<file path="src/rtl/mac_acc_pipe.sv">
// Pipelined multiply-accumulate engine with valid/ready handshakes, frame accumulation and overflow flag.
// Build option: define MAC_ACC_SAT_EN to saturate the accumulator on carry-out instead of wrapping.
module mac_acc_pipe #(
  parameter int unsigned DATA_W     = 16,
  parameter int unsigned ACC_W      = 40,
  parameter int unsigned CNT_W      = 8,
  parameter int unsigned APPROX_LSB = 0
) (
  input  logic              clk,
  input  logic              rst,
  input  logic              in_valid,
  output logic              in_ready,
  input  logic [DATA_W-1:0] in_a,
  input  logic [DATA_W-1:0] in_b,
  input  logic [DATA_W-1:0] in_c,
  input  logic              in_first,
  input  logic              in_last,
  output logic              out_valid,
  input  logic              out_ready,
  output logic [ACC_W-1:0]  out_acc,
  output logic [CNT_W-1:0]  out_cnt,
  output logic              out_ovf
);

  localparam int unsigned    PW    = 2 * DATA_W;
  localparam logic [PW-1:0]  PMASK = {PW{1'b1}} << APPROX_LSB;

  logic              stall;

  // S1: registered operands
  logic              v1;
  logic [DATA_W-1:0] a1, b1, c1;
  logic              first1, last1;

  // S2: registered (possibly truncated) product
  logic              v2;
  logic [PW-1:0]     p2;
  logic [DATA_W-1:0] c2;
  logic              first2, last2;
  logic [PW-1:0]     prod1;

  // S3: running frame state
  logic [ACC_W-1:0]  acc;
  logic [CNT_W-1:0]  cnt;
  logic              ovf;
  logic              done3;

  logic [ACC_W-1:0]  base, p_ext, acc_nx;
  logic [ACC_W:0]    sum_w;
  logic              carry;
  logic [CNT_W-1:0]  cnt_nx;
  logic              ovf_nx;

  assign stall    = out_valid && !out_ready;
  assign in_ready = !out_valid || out_ready;

  always_ff @(posedge clk) begin
    if (rst) begin
      v1     <= 1'b0;
      a1     <= '0;
      b1     <= '0;
      c1     <= '0;
      first1 <= 1'b0;
      last1  <= 1'b0;
    end else if (!stall) begin
      v1     <= in_valid;
      a1     <= in_a;
      b1     <= in_b;
      c1     <= in_c;
      first1 <= in_first;
      last1  <= in_last;
    end
  end

  always_comb begin
    prod1 = {{DATA_W{1'b0}}, a1} * {{DATA_W{1'b0}}, b1};
  end

  always_ff @(posedge clk) begin
    if (rst) begin
      v2     <= 1'b0;
      p2     <= '0;
      c2     <= '0;
      first2 <= 1'b0;
      last2  <= 1'b0;
    end else if (!stall) begin
      v2     <= v1;
      p2     <= prod1 & PMASK;
      c2     <= c1;
      first2 <= first1;
      last2  <= last1;
    end
  end

  // A first beat restarts from the bias, dropping any partial frame in acc.
  always_comb begin
    p_ext  = ACC_W'(p2);
    base   = first2 ? ACC_W'(c2) : acc;
    sum_w  = {1'b0, base} + {1'b0, p_ext};
    carry  = sum_w[ACC_W];
`ifdef MAC_ACC_SAT_EN
    acc_nx = carry ? '1 : sum_w[ACC_W-1:0];
`else
    acc_nx = sum_w[ACC_W-1:0];
`endif
    cnt_nx = first2 ? CNT_W'(1) : cnt + CNT_W'(1);
    ovf_nx = first2 ? carry : (ovf | carry);
  end

  always_ff @(posedge clk) begin
    if (rst) begin
      acc   <= '0;
      cnt   <= '0;
      ovf   <= 1'b0;
      done3 <= 1'b0;
    end else if (!stall) begin
      done3 <= v2 && last2;
      if (v2) begin
        acc <= acc_nx;
        cnt <= cnt_nx;
        ovf <= ovf_nx;
      end
    end
  end

  // Output register loads the frame state one edge after the last beat updates it.
  always_ff @(posedge clk) begin
    if (rst) begin
      out_valid <= 1'b0;
      out_acc   <= '0;
      out_cnt   <= '0;
      out_ovf   <= 1'b0;
    end else if (!stall) begin
      out_valid <= done3;
      if (done3) begin
        out_acc <= acc;
        out_cnt <= cnt;
        out_ovf <= ovf;
      end
    end
  end

endmodule

</file>
<file path="config.mk">
export PLATFORM = sky130hd
export DESIGN_NAME = mac_acc_pipe
export DESIGN_NICKNAME = d
export VERILOG_FILES = /design/src/rtl/mac_acc_pipe.sv
export SDC_FILE = /design/constraint.sdc
export NUM_CORES = 1
export LEC_CHECK = 0
export BUFFER_PORTS_ARGS = -buffer_cell sky130_fd_sc_hd__buf_2
export CORE_MARGIN = 5
export CORE_UTILIZATION = 25
export DETAILED_ROUTE_END_ITERATION = 16
export RECOVER_POWER = 25
export SLEW_MARGIN = 15
export SYNTH_ARGS = -nofsm -noshare
export SYNTH_HDL_FRONTEND = slang
export SYNTH_SLANG_ARGS = --single-unit
export TNS_END_PERCENT = 1
</file>
<file path="constraint.sdc">
create_clock -name clk -period 6.6 [get_ports clk]
set_input_delay 0.33 -clock clk [delete_from_list [all_inputs] [get_ports clk]]
set_output_delay 0.33 -clock clk [all_outputs]
set_load 0.01 [all_outputs]
</file>
==> run_results.csv <==
group,metric,value,unit
floorplan,die_height,274,um
clock_network,holdBufCountCts,0,
power_and_ir_drop,switching_share,0.333,
yosys,synth_top_family_by_area,"adder cells",
detailed_routing,num_vias,14100,
clock_network,clock_sinks,202,
place,post-dp-hpwl,34.9,mm
yosys,synth-simple-area-share,0.200,
yosys,synth_top_area_share,0.232,
yosys,synth_top_area_cell,"dfxtp_1",
yosys,syn-instance-count,2131,
place,preCtsSetupSlack,88.9,ps
layout,final_nets,2579,
timing,timing.fmax,162,MHz
place,dp.cells,3096,
timing,setup_tns,0,ps
global_route,grt_pass1_wl,75.3,mm
layout,antenna_cells,0,
flow_run,maxCapViolations,2,
layout,finalInstanceArea,0.0199,mm^2
timing,fin_ws,431,ps
layout,syn_to_final_growth,14.0,%
clock_network,clockBufferDepth,3,
detailed_routing,first_pass_iters,5,
yosys,synth_nets,2517,
clock_network,h-tree-depth,1,
place,portBuffers,104,
yosys,synthAdderAreaFrac,0.322,
clock_network,clkTransAtPathRegs,70,ps
yosys,synth-main-ff-cell,"dfxtp_1",
floorplan,placeableCoreArea,0.0689,mm^2
yosys,synthTopCellsByArea,"dfxtp_1 23%, fa_1 22%, nand2_1 11%",
clock_network,root_buffer,"clkbuf_16",
global_route,grt_start_max_net_pins,76,
clock_network,clk_latency,550,ps
detailed_routing,wl,45.1,mm
hold_path,hold_path.class,"primary input to register",
setup_path,start_kind,"register",
floorplan,die_area,0.0752,mm^2
timing,relSlewSlack,-1.20,
detailed_routing,drt_iter0_markers,799,
power_and_ir_drop,pwr-share-comb,0.292,
power_and_ir_drop,powerDensity,205,mW/mm^2
power_and_ir_drop,power_frac_seq,0.340,
yosys,netlist_top_cells_count,"503 x nand2_1, 240 x inv_1, 239 x a21oi_1, 202 x dfxtp_1, 195 x fa_1",
floorplan,initial_core_util,0.253,
clock_network,cts_setup_buffers,0,
clock_network,cts_buffers,26,
layout,layout.cells.non_filler,3143,
yosys,synth_xor_area_frac,0.0256,
outcome,violations,"max-capacitance violations, max-slew violations",
detailed_routing,wl_per_cell,14.4,um
yosys,synth_most_common_cell,"nand2_1",
setup_path,cp-end-kind,"register",
yosys,synth_compound_area_frac,0.133,
outcome,outcome,"finished, violations left",
setup_path,critPathArrivalTime,6600,ps
timing,worstMarginPinSlew,3300,ps
global_route,antenna_found_initial,1,
yosys,synthMuxAreaShare,0.0120,
detailed_routing,drc,0,
timing,min_period,6170,ps
detailed_routing,ant_nets,0,
timing,finalSetupViolations,0,
power_and_ir_drop,ir_drop,0.206,mV
setup_path,cp_data_required_time,7030,ps
global_route,grt_pass1_vias,14500,
floorplan,core.rowCount,96,
global_route,grt_overflow,0,
detailed_routing,viasPerCell,4.48,
layout,drive_above_1_share,0.0845,
place,postPlaceCellArea,0.0190,mm^2
timing,fin_crit_sh,0.935,
yosys,synth.distinct_cells,63,
yosys,synth_seq_area_share,0.232,
yosys,synthArstFlopShare,0,
setup_path,crit_fanout,8,
setup_path,critPathKind,"register to register",
place,place_congestion,0.834,
power_and_ir_drop,p_int,0.00273,W
clock_network,cts_tree,"yes",
yosys,synth-edff-count,0,
timing,maxSlewViolCount,106,
timing,fin_skew,21.2,ps
yosys,synth-warning-count,0,
global_route,track_usage,0.121,
floorplan,ios,105,
power_and_ir_drop,p_sw,0.00136,W
yosys,synth_area,0.0174,mm^2
yosys,syn_area_per_cell,8.19,um^2
power_and_ir_drop,clock_power_share,0.368,
power_and_ir_drop,p_leak,8.95,nW
timing,finalHoldViolCount,0,
floorplan,fp.dieW,274,um
yosys,synth-seq-cells,202,
timing,rsz0062_at_grt,"false",
==> critical path, stage by stage, from the launching register on <==
cell,delay (ps)
dfxtp_1,500
nand2_1,130
fa_1,530
fa_1,530
fa_1,540
inv_1,60
fa_1,490
fa_1,500
inv_1,50
fa_1,470
inv_1,40
ha_1,340
and4_1,280
and3_1,170
and3_1,190
nor2_1,80
o31a_1,340
o31ai_2,300
a31oi_1,140
xnor2_1,140
a22o_1,220
==> cells by family after synthesis <==
group                      count (synthesis)
AOI/OAI and AO/OA                        394
xor gates and xnor gates                  51
DFF                                      202
buffers and inverters                    348
and+or+nand+nor                          785
muxes                                     19
adders and majority gates                332
==> placed cells by master, fill, tap and decap left out, drive strengths merged, types with 3 or more instances in the layout <==
cell type and count:
inv 242, o21a 13, o21ai 41, ha 137
o31ai 4, dfxtp 202, a31oi 13, nand4 7
a211oi 18, nor3 9, mux2i 3, a211o 5
o2111ai 3, mux2 16, clkbuf 86, or3 6
a21oi 241, o21bai 6, clkinv 3, bufinv 3
and3 14, clkinvlp 4, buf 91, nand3 26
fa 195, nor2b 23, nand2b 4, o211ai 7
xnor2 36, and2 125, a21o 21, nor2 55
xor2 15, nand2 503
==> power groups by stage <==
stage	combinational (W)	sequential, W	clock (W)
finish	0.00119	0.00139	0.00150
global route	0.00140	0.00140	0.00161
CTS	0.00121	0.00139	0.00155
detailed placement	0.00120	0.00142	0
global placement	0.00120	0.00141	0
floorplan	0.000943	0.00137	0
==> stage by stage <==
step	hold slack, ps	utilization	power (W)
global placement	439	0.276	0.00261
floorplan	428	-	0.00231
global route	17.9	0.289	0.00440
CTS	8.79	0.289	0.00415
finish	33.5	0.289	0.00409
detailed placement	443	0.276	0.00261
==> per-layer routing <==
metal / vias to the layer above / GRT usage / share of wire
met5: - / 0 / 0
met3: 45 / 0.0142 / 0.035
li1: 6968 / - / -
met4: 0 / 0.0203 / 0.016
met2: 225 / 0.218 / 0.50
met1: 6833 / 0.158 / 0.45
==> sequential cells by signal, indices dropped and copies added, names as in the netlist, 8 cells and up <==
signal	flops
out_acc	40
a1	16
c1	16
c2	16
cnt	8
p2	32
out_cnt	8
b1	16
acc	40
==> final timing paths <==
kind	from	end	slack [ps]	cells past startpoint
setup / recovery	a1[12]$_SDFFE_PP0N_	p2[30]$_SDFFE_PP0N_	430	20
hold / removal	in_c[4]	c1[4]$_SDFFE_PP0N_	30	3
setup reg to reg	a1[12]$_SDFFE_PP0N_	p2[30]$_SDFFE_PP0N_	430	20
hold reg to reg	c2[5]$_SDFFE_PP0N_	c2[5]$_SDFFE_PP0N_	450	2
==> layout make-up <==
cell class | instances | area (um^2)
clock buffers | 35 | 756
well taps | 931 | 1160
multi-input cells | 1581 | 12100
inverters | 240 | 903
fillers | 7517 | 49000
flip-flops and latches | 202 | 4070
clock inverters | 12 | 160
repair buffers | 142 | 746
==> repair_timing <==
action / in CTS / in global routing
hold endpoints to repair: 0 / 0
resized for setup: 0 / 22
endpoints found under the setup margin: 0 / 6
Note: power is estimated with default switching activity, not from simulation.
